**src/rtl/swivm_console_tx.sv**
```systemverilog
// Console output device for the swivm CPU: buffers written characters in a
// small FIFO and serialises them as 8N1 UART frames on a single tx line.
module swivm_console_tx #(
    parameter int CLKS_PER_BIT = 16,
    parameter int FIFO_DEPTH   = 8,
    parameter int CNT_W        = 4
) (
    input  logic             clk,
    input  logic             rst_n,
    input  logic             wr_en,
    input  logic [7:0]       wr_data,
    output logic             full,
    output logic             empty,
    output logic [CNT_W-1:0] level,
    output logic             busy,
    output logic             overflow,
    output logic             tx
);

    localparam int                PTR_W      = $clog2(FIFO_DEPTH);
    localparam int                BAUD_W     = $clog2(CLKS_PER_BIT);
    localparam logic [BAUD_W-1:0] BAUD_LAST  = BAUD_W'(CLKS_PER_BIT - 1);
    localparam logic [CNT_W-1:0]  LEVEL_FULL = CNT_W'(FIFO_DEPTH);

    typedef enum logic [1:0] {
        S_IDLE,
        S_START,
        S_DATA,
        S_STOP
    } state_t;

    state_t            r_state, w_stateNext;
    logic [BAUD_W-1:0] r_baud, w_baudNext;
    logic [2:0]        r_bitIdx, w_bitIdxNext;
    logic [7:0]        r_shift, w_shiftNext;

    logic [7:0]        r_mem [FIFO_DEPTH];
    logic [PTR_W-1:0]  r_wrPtr, r_rdPtr;
    logic [CNT_W-1:0]  r_level;
    logic              r_overflow;

    logic              w_push, w_pop, w_full, w_empty;

    assign w_full  = (r_level == LEVEL_FULL);
    assign w_empty = (r_level == '0);
    assign w_push  = wr_en && !w_full;

    always_ff @(posedge clk) begin
        if (!rst_n) begin
            r_state  <= S_IDLE;
            r_baud   <= '0;
            r_bitIdx <= '0;
            r_shift  <= '0;
        end else begin
            r_state  <= w_stateNext;
            r_baud   <= w_baudNext;
            r_bitIdx <= w_bitIdxNext;
            r_shift  <= w_shiftNext;
        end
    end

    // The FIFO head is popped straight into the shift register whenever a new
    // frame begins, either from IDLE or back-to-back off the last STOP cycle.
    always_comb begin
        w_stateNext  = r_state;
        w_baudNext   = r_baud;
        w_bitIdxNext = r_bitIdx;
        w_shiftNext  = r_shift;
        w_pop        = 1'b0;
        case (r_state)
            S_IDLE: begin
                if (!w_empty) begin
                    w_pop       = 1'b1;
                    w_shiftNext = r_mem[r_rdPtr];
                    w_baudNext  = '0;
                    w_stateNext = S_START;
                end
            end
            S_START: begin
                if (r_baud == BAUD_LAST) begin
                    w_baudNext   = '0;
                    w_bitIdxNext = '0;
                    w_stateNext  = S_DATA;
                end else begin
                    w_baudNext = r_baud + 1'b1;
                end
            end
            S_DATA: begin
                if (r_baud == BAUD_LAST) begin
                    w_baudNext  = '0;
                    w_shiftNext = {1'b0, r_shift[7:1]};
                    if (r_bitIdx == 3'd7) begin
                        w_stateNext = S_STOP;
                    end else begin
                        w_bitIdxNext = r_bitIdx + 3'd1;
                    end
                end else begin
                    w_baudNext = r_baud + 1'b1;
                end
            end
            S_STOP: begin
                if (r_baud == BAUD_LAST) begin
                    w_baudNext = '0;
                    if (!w_empty) begin
                        w_pop       = 1'b1;
                        w_shiftNext = r_mem[r_rdPtr];
                        w_stateNext = S_START;
                    end else begin
                        w_stateNext = S_IDLE;
                    end
                end else begin
                    w_baudNext = r_baud + 1'b1;
                end
            end
            default: begin
                w_stateNext = S_IDLE;
            end
        endcase
    end

    always_ff @(posedge clk) begin
        if (!rst_n) begin
            r_wrPtr    <= '0;
            r_rdPtr    <= '0;
            r_level    <= '0;
            r_overflow <= 1'b0;
        end else begin
            if (w_push) begin
                r_wrPtr <= r_wrPtr + 1'b1;
            end
            if (w_pop) begin
                r_rdPtr <= r_rdPtr + 1'b1;
            end
            if (w_push && !w_pop) begin
                r_level <= r_level + 1'b1;
            end else if (w_pop && !w_push) begin
                r_level <= r_level - 1'b1;
            end
            if (wr_en && w_full) begin
                r_overflow <= 1'b1;
            end
        end
    end

    always_ff @(posedge clk) begin
        if (rst_n && w_push) begin
            r_mem[r_wrPtr] <= wr_data;
        end
    end

    assign full     = w_full;
    assign empty    = w_empty;
    assign level    = r_level;
    assign overflow = r_overflow;
    assign busy     = (r_state != S_IDLE);
    assign tx       = (r_state == S_START) ? 1'b0 :
                      (r_state == S_DATA)  ? r_shift[0] : 1'b1;

endmodule

```
**config.mk**
```make
export PLATFORM = sky130hd
export DESIGN_NAME = swivm_console_tx
export DESIGN_NICKNAME = d
export VERILOG_FILES = /design/src/rtl/swivm_console_tx.sv
export SDC_FILE = /design/constraint.sdc
export NUM_CORES = 1
export LEC_CHECK = 0
export ABC_AREA = 1
export CAP_MARGIN = 25
export CORE_MARGIN = 10
export CORE_UTILIZATION = 40
export DETAILED_ROUTE_END_ITERATION = 8
export GPL_TIMING_DRIVEN = 0
export HOLD_SLACK_MARGIN = 0.05
export PLACE_DENSITY_LB_ADDON = 0.1
export REMOVE_ABC_BUFFERS = 1
export SYNTH_ARGS = -nofsm -noshare
export SYNTH_HDL_FRONTEND = slang
export SYNTH_SLANG_ARGS = --single-unit
export TNS_END_PERCENT = 5
```
**constraint.sdc**
```tcl
create_clock -name clk -period 6.1 [get_ports clk]
set_input_delay 1.22 -clock clk [delete_from_list [all_inputs] [get_ports clk]]
set_output_delay 1.22 -clock clk [all_outputs]
set_load 0.1 [all_outputs]
```
* Yosys cells after proc, flatten, opt, wreduce, memory -nomap -nowiden
Memory sizes are Yosys's and may differ from the RTL's. A register that Yosys moved wholly into a read port is not among the register bits.
Cells that the tools add are included.
** Storage, ports and cells
- Memories kept :: 1
- Memory bits (writable) :: 64
- Input port bits :: 11
- Output and inout port bits :: 9
- Flip-flop bits (word level) :: 28
- Logic and storage cells :: 74
** Cells by class
- Reductions and logical operators :: 18
- Equal/unequal tests :: 12
- Add/sub/neg operators :: 6
- Muxes and demuxes :: 29
** Memory list
- r_mem :: depth 8, width 8, read ports 1, clocked after memory_dff 1, write ports 1, line 37 : logic [7:0] r_mem [FIFO_DEPTH];
** Operators by type and width (count)
- two-way mux 8 bit :: 3
- one-hot mux 8 bit (3 select lines) :: 1
- two-way mux 4 bit :: 4
- two-way mux 3 bit :: 5
- inequality test 2 bit, second input constant :: 6
- two-way mux 2 bit :: 5
- adder 3 x 1 -> 3 bit, second input constant :: 3
- adder 4 x 1 -> 4 bit, second input constant :: 2
- equality test 4 bit, second input constant :: 2
- one-hot mux 2 bit (4 select lines) :: 1
- one-hot mux 4 bit (2 select lines) :: 1
- two-way mux 1 bit :: 7
- one-hot mux 3 bit (2 select lines) :: 1
- nonzero test 2 bit :: 3
- logical AND 1 bit :: 5
- AND reduction 5 bit :: 1
- equality test 2 bit, second input constant :: 2
- zero test 4 bit :: 1
- AND reduction 4 bit :: 1
- subtractor 4 x 1 -> 4 bit, second input constant :: 1
- equality test 3 bit, second input constant :: 1
- zero test 1 bit :: 3
- AND reduction 3 bit :: 1
- nonzero test 3 bit :: 1
- other kinds (4) :: 4

* Logic depth before layout (Yosys ltp)
Gate-level depths: netlist (run 1).
- Depth after elaboration :: 7
- Depth in mapped cells :: 13
- Gate-level depth less buffers :: 13

* Worst setup path before layout (run 1)
No wires, ideal clock.
- Path kind :: reg-to-reg
- Start point :: register r_level[0] (netlist: level[0])
- End point :: register r_level[3] (netlist: level[3])
- Setup slack :: 2.986 ns
- Required time :: 5.979 ns
- Buffers on the path :: 0
- Setup time :: 0.121 ns
- Cell stages (with the launch flop) :: 14
- Clock period less this slack :: 3.114 ns
- Arrival :: 2.993 ns
- Path through :: dfxtp_1 -> nor2_2 -> nand2_1 -> inv_1 -> nor2_1 -> nand2_1 -> ha_1 -> inv_1 -> ha_1 -> a21oi_1 -> nand2_1 -> xor2_1 -> nand2_1 -> a21oi_1
** Between the ends
- Word-level cells in the longest chain between the ends :: 7
- Elaborated cells between the ends (all ways) :: 16
- Classes of those cells :: add/sub: 2; eq/ne: 1; mux: 5; reduce/logical: 8
** RTL lines
- start, declared :: line 39 : logic [CNT_W-1:0] r_level;
- start signal, assigned :: line 135 : r_level <= r_level + 1'b1;
- start signal, assigned :: line 137 : r_level <= r_level - 1'b1;
- zero test 4 bit * :: line 45 : assign w_empty = (r_level == '0);
- named net empty :: line 13 : output logic empty,
- two-way mux 1 bit * :: line 72, 104
- two-way mux 1 bit :: line 102 : if (r_baud == BAUD_LAST) begin
- one-hot mux 1 bit (2 select lines) * :: line 70 : case (r_state)
- zero test 1 bit :: line 134 : if (w_push && !w_pop) begin
- logical AND 1 bit :: line 134
- two-way mux 4 bit or nonzero test 2 bit (tied branches)
Mark *: on every way through the listed nets, which the timed path passes. The rest lies on a longest branch. The select of a mux whose other input is x is not followed.
A chain may end at the register's enable or synchronous reset.

* Final worst setup path (run 1)
- Start point :: register r_state[0]
- End point :: output port tx
** Between the ends
- Word-level cells in the longest chain between the ends :: 3
- Elaborated cells between the ends (all ways) :: 4
- Classes of those cells :: eq/ne: 2; mux: 2
** RTL lines
- start, declared :: line 32 : state_t r_state, w_stateNext;
- start signal, assigned :: line 55 : r_state <= w_stateNext;
- equality test 2 bit :: line 157 : (r_state == S_DATA) ? r_shift[0] : 1'b1;
- two-way mux 1 bit :: line 157
- two-way mux 1 bit * :: line 156 : assign tx = (r_state == S_START) ? 1'b0 :
- end, declared :: line 17 : output logic tx
Every way passes the cells marked *; elsewhere a longest branch is shown, timed or not.

==> results of run 1 <==
## registers in the layout, summed over array words and instances (netlist names), named ones only
register  count
r_mem        64
r_shift       8
level         4
r_baud        4
r_bitIdx      3
r_rdPtr       3
r_wrPtr       3
r_state       2
overflow      1
## cell type report
type,count,area (µm²)
fill,954,5555
sequential,95,2542
multi-input combinational,276,1425
timing repair buffer,23,245.2
tap,136,170.2
clock buffer,9,123.9
inverter,32,120.1
clock inverter,6,48.80
## cells in the mapped netlist, types with 2 or more instances
master	count
a21oi_1	22
a21oi_2	2
buf_2	4
buf_4	6
clkbuf_1	4
dfxtp_1	31
edfxtp_1	64
ha_1	14
inv_1	28
inv_2	3
nand2_1	109
nand3_1	66
nand3_4	2
nor2_1	27
nor2_2	5
nor3_1	4
o21ai_0	11
xor2_1	4
## cell families (layout without fill, tap and decap cells)
| kind of cell | count (synthesis) | count (layout) | share of synthesized area (%) |
|---|---|---|---|
| buf+inv | 47 | 70 | 5.078 |
| flops | 95 | 95 | 61.06 |
| compound gates | 40 | 40 | 5.319 |
| xor+xnor | 5 | 5 | 1.052 |
| simple gates | 216 | 216 | 22.81 |
| fa+ha+maj | 15 | 15 | 4.688 |
## metal layers
layer  track usage [%]  part of all wire [%]  up-vias
li1                  -                     -     1448
met1             17.59                    50     1326
met2             18.20                    45       35
met3             2.081                   3.3       13
met4             5.887                   1.8        0
met5                 0                     0        -
## tightest hold or removal path, delay by kind of cell, from the launching register on
kind / cells / cell delay [ns]
compound gates: 1 / 0.05
buf+inv: 1 / 0.05
flops: 1 / 0.32
## through the flow
step,utilization (%),hold WS (ns)
after global routing,45.70,0.4796
final,45.70,0.4655
after floorplan,-,0.4454
after CTS,45.70,0.4629
after detailed placement,44.01,0.4455
after global placement,43.33,0.4407
## where the power goes
part           internal (µW)  switching [µW]
Sequential               747            67.8
Combinational            243             558
Clock                    153             234
## cells in the final DEF, fill, tap and decap left out
cell type        instances
nor3_1                   1
clkbuf_8                 9
o21ai_0                 11
o21ai_1                  1
dfxtp_1                 31
inv_1                   28
buf_6                    2
and3_1                   1
a21oi_1                 22
buf_16                   1
ha_1                    14
nor3_2                   3
a211oi_1                 1
buf_2                    1
nand3_1                 66
o211ai_1                 1
clkdlybuf4s50_1         19
inv_6                    5
xor2_1                   4
inv_2                    3
fa_1                     1
nand3_2                  1
nor2_1                  27
clkinv_1                 1
o21ai_2                  1
a21oi_2                  2
o211a_1                  1
nor2_2                   5
xnor2_1                  1
nand3_4                  2
nand4_1                  1
edfxtp_1                64
nand2_1                109
clkinv_2                 1
## how the worst min path moves through the flow
stage | endpoint | start | depth (start not counted)
floorplan | r_shift[0] | r_shift[0] | 2
global placement | overflow | overflow | 2
detailed placement | overflow | overflow | 2
CTS | overflow | overflow | 2
global route | overflow | overflow | 2
finish | overflow | overflow | 2
==> impl_metrics.py, run 1 <==
metrics = {
    "yosys": {
        "async_flop_share_pct": 0,
        "synth_edf_count": 64,
        "netlist_instances": 418,
        "yosysSeqAreaShare_pct": 61.06,
        "yosysTopAreaCell": "edfxtp_1",
        "synth.cell_area_um2": 4164,
        "synth_top_area_share_pct": 46.15,
        "synth_area_leaders": "edfxtp_1 (46%), dfxtp_1 (15%), nand2_1 (9.8%)",
        "synth-seq-cells": 95,
        "avgSynthCellArea_um2": 9.962,
        "synth_warnings": 0,
        "yosysUniqueCellTypes": 30,
        "synthFlopType": "edfxtp_1",
    },
    "setup_path": {
        "crit_chain": "inv_1, ha_1, inv_2, nand2_1, nand2_1, clkdlybuf4s50_1",
        "reg2reg_from": "r_state[0]",
        "critPathCaptureType": "output pin",
        "setup.worst_path.start": "r_state[0]",
        "crit_end": "tx",
        "critical_path_depth": 6,
        "cp.buffers_inverters": 3,
        "r2r_setup_slack_ns": 3.71,
        "start_kind": "flip-flop",
        "cp_top_family": "buffers and inverters",
        "critPathArrivalTime_ns": 2.94,
        "cpMostUsedCell": "nand2_1",
        "rr_worst_depth": 12,
        "cp.required_ns": 4.88,
        "worst_r2r_endpoint": "level[3]",
        "cpPeakStageDelay_ns": 1.13,
        "crit_type": "reg2out",
        "cp_slowest_cell": "clkdlybuf4s50_1",
        "cp_max_fo": 19,
    },
    "placement": {
        "dp.cells": 562,
        "port_buffers": 19,
        "pre_cts_slack_ns": 1.762,
        "placed_area_um2": 4503,
        "place.gp.congestion": 0.7587,
        "dp_hpwl_um": 5607,
    },
    "route": {
        "ant_nets": 0,
        "routedWlPerCell_um": 15.20,
        "vias": 2822,
        "wl_um": 8772,
        "drtIter0Drc": 153,
        "dr.pass1.iters": 4,
        "drc": 0,
        "routed_via_density": 4.891,
    },
    "die": {
        "die_h_um": 122.0,
        "design.die.area_um2": 14890,
        "coreArea_um2": 10230,
        "die_w_um": 122.0,
        "io_pins": 20,
        "rows": 37,
        "start_util_pct": 40.70,
    },
    "layout": {
        "stdcell_count": 577,
        "layout-drive-gt1-share_pct": 8.163,
        "syn2layout_area_growth_pct": 12.29,
        "num_antenna_cells": 0,
        "layout.nets": 463,
        "design_area_um2": 4676,
    },
    "clocking": {
        "clk_pin_slew_ns": 0.09,
        "h-tree-depth": 3,
        "cts_tree": "built",
        "postCtsSetupRepairBufs": 0,
        "cts_buffer_depth": 2,
        "hold_buffers": 0,
        "cts_resized": 0,
        "cts_sinks": 95,
        "cts_root_buf": "clkbuf_8",
        "clkLatencyLatePin_ns": 0.37,
        "numCtsBuffers": 9,
    },
    "global_route": {
        "grt_pass1_vias": 2685,
        "antenna_found_initial": 0,
        "grt_util_all_layers_pct": 12.47,
        "overflow": 0,
        "grt_max_degree": 33,
        "grt_pass1_wl_um": 14310,
    },
    "timing": {
        "fmax_mhz": 240.2,
        "tightest_slew_ns": 1.005,
        "slew_headroom_pct": 32.74,
        "period_share_pct": 68.25,
        "final-hold-violation-count": 0,
        "skew_ns": 0.01229,
        "rsz0062_at_grt": "false",
        "worst_slack_ns": 1.937,
        "min_period_ns": 4.163,
        "tns_ns": 0,
        "slew_violations": 0,
        "setup_viol": 0,
    },
    "flow_run": {
        "cap_violations": 0,
    },
    "power": {
        "max-vdd-ir-drop_mv": 0.2296,
        "powerDensity_nw_per_um2": 428.0,
        "totalPowerFinal_uw": 2001,
        "p_leak_uw": 0.001788,
    },
    "status": {
        "outcome": "complete, no violations",
    },
    "worst_hold_path": {
        "hold_class": "reg2reg",
    },
}
Note: power is estimated with default switching activity, not from simulation.
==> run 2: changes to the inputs <==
clock period = 3.53 ns   (was 6.1 ns; I/O delays follow)
==> run 2 against run 1 <==
  * Clock-buffer cell count unchanged
  * Design area increased by 0.13%
  * Hold slack did not move
  * First-iteration DRC count grew 3.3%
  * Combinational power grew 72%
  * Register-to-register slack lost 2.6 ns
  * Non-clock buffer count stayed put
  * Critical path type unchanged
  * Critical path depth is the same
==> impl_metrics.py, run 2 (synthesis gave the netlist of run 1 again) <==
metrics = {
    "status": {
        "outcome": "complete, no violations",
    },
    "route": {
        "vias": 2837,
        "dr.pass1.iters": 4,
        "routed_via_density": 4.917,
        "dr.max_layer_used": "met4",
        "wl_met1_um": 4389,
        "wl_um": 8797,
        "ant_nets": 0,
        "routed-wl-met2_um": 3876,
        "drc": 0,
        "drtIter0Drc": 158,
        "routedWlPerCell_um": 15.25,
        "wl_met3_um": 350,
    },
    "clocking": {
        "h-tree-depth": 3,
        "cts_sinks": 95,
        "clk_pin_slew_ns": 0.09,
        "clkLatencyLatePin_ns": 0.37,
        "cts_root_buf": "clkbuf_8",
        "hold_buffers": 0,
        "cts_tree": "built",
        "numCtsBuffers": 9,
        "cts_buffer_depth": 2,
    },
    "worst_hold_path": {
        "hold_class": "reg2reg",
    },
    "layout": {
        "largest_reg_flops": 64,
        "layout_common_cells": "nand2_1 (109), nand3_1 (66), edfxtp_1 (64)",
        "layout-drive-gt1-share_pct": 8.617,
        "top_register": "r_mem",
        "num_antenna_cells": 0,
        "top_regs": "r_mem: 64 flops, r_shift: 8 flops",
        "final_common_cell": "nand2_1",
        "layout.nets": 463,
        "fin_util_pct": 45.76,
        "syn2layout_area_growth_pct": 12.44,
    },
    "timing": {
        "fmax_mhz": 299.5,
        "tightest_slew_ns": 0.9818,
        "period_share_pct": 94.60,
        "final-hold-violation-count": 0,
        "setup_viol": 0,
        "skew_ns": 0.01503,
        "rsz0062_at_grt": "false",
        "worst_slack_ns": 0.1908,
        "slew_violations": 0,
        "min_period_ns": 3.339,
        "slew_headroom_pct": 34.19,
    },
    "setup_path": {
        "crit_type": "reg2out",
        "critPathArrivalTime_ns": 2.63,
        "critPathCaptureType": "output pin",
        "cp_max_fo": 19,
        "start_kind": "flip-flop",
        "cp.required_ns": 2.82,
    },
    "placement": {
        "pre_cts_slack_ns": -0.2939,
        "place.gp.congestion": 0.7587,
        "port_buffers": 19,
        "dp_hpwl_um": 5607,
    },
    "global_route": {
        "grt_pass1_wl_um": 14320,
        "antenna_found_initial": 0,
        "overflow": 0,
        "grt_pass1_vias": 2685,
        "grt_util_all_layers_pct": 12.48,
        "grt_max_degree": 33,
    },
    "power": {
        "max-vdd-ir-drop_mv": 0.3969,
        "p_leak_uw": 0.001787,
        "powerDensity_nw_per_um2": 738.9,
    },
    "die": {
        "start_util_pct": 40.70,
        "die_w_um": 122.0,
        "coreArea_um2": 10230,
        "design.die.area_um2": 14890,
        "rows": 37,
        "io_pins": 20,
        "die_h_um": 122.0,
    },
    "flow_run": {
        "cap_violations": 0,
    },
}
run 2: changes by cell type in the layout (fill, tap and decap cells not counted):
cell | before | now
nor2_2 | 5 | 6
clkdlybuf4s50_1 | 19 | 18
nor2_1 | 27 | 26
clkdlybuf4s15_1 | 0 | 1
clkinvlp_4 | 0 | 1
clkinv_1 | 1 | 0
run 2: final cells by class:
type	count	area (µm²)
Sequential cell	95	2542
Inverter	32	123.9
Multi-Input combinational cell	276	1428
Timing Repair Buffer	23	245.2
Clock inverter	6	48.80
Fill cell	952	5549
Tap cell	136	170.2
Clock buffer	9	123.9
run 2: worst max-delay path, stage by stage, from the launching register on:
cell and delay, ns:
dfxtp_1 0.46, inv_1 0.13, ha_1 0.29, inv_2 0.32
nand2_1 0.15, nand2_1 0.10, clkdlybuf4s15_1 0.82
run 2: path summary, 6_finish.rpt:
| check | startpoint | to | slack (ns) | cells after the start |
|---|---|---|---|---|
| worst min register to register | overflow | overflow | 0.47 | 2 |
| worst max-delay path | r_state[0] | tx | 0.19 | 6 |
| worst min-delay path | overflow | overflow | 0.47 | 2 |
| worst max register to register | r_state[0] | level[3] | 1.15 | 12 |
run 2: per-layer routing:
layer | GRT usage [%] | up-vias
met4 | 5.887 | 0
met2 | 18.20 | 49
met1 | 17.62 | 1323
met5 | 0 | -
li1 | - | 1450
met3 | 2.081 | 15
run 2: power by group:
part	switching [µW]	leakage, µW	internal (µW)
sequential	117	0.000832	1290
clock	407	0.0000913	264
combinational	965	0.000863	416
run 2: through the flow:
| stage | total power (µW) | cell area, µm² | TNS (ns) | std cells | hold WS [ns] |
|---|---|---|---|---|---|
| after global placement | 2794 | 4433 | -32.14 | 558 | 0.4407 |
| after floorplan | 2453 | 4073 | 0 | 403 | 0.4454 |
| after global routing | 3713 | 4682 | 0 | 577 | 0.4796 |
| final | 3460 | 4682 | 0 | 577 | 0.4655 |
| after CTS | 3496 | 4674 | 0 | 577 | 0.4629 |
| after detailed placement | 2828 | 4503 | -11.16 | 562 | 0.4455 |
run 2: repair_timing:
action	4_1_cts	5_1_grt
hold endpoints to repair	0	0
resized for setup	1	3
endpoints found under the setup margin	1	46
buffers inserted	0	0
==> run 3: changes to the inputs <==
==> constraint.sdc (replaced) <==
create_clock -name clk -period 3.53 [get_ports clk]
set_input_delay 0.353 -clock clk [delete_from_list [all_inputs] [get_ports clk]]
set_output_delay 0.353 -clock clk [all_outputs]
set_load 0.1 [all_outputs]
==> results of run 3 <==
Same layout as run 1 (identical final DEF). Status: complete, no violations.
Main changes from that run: setup slack after placement 1.762 ns -> 0.05908 ns; setup slack after layout 1.937 ns -> 0.2338 ns; register-to-register setup slack 3.71 ns -> 1.14 ns; total power 2001 µW -> 3458 µW; worst IR drop on VDD 0.2296 mV -> 0.3968 mV
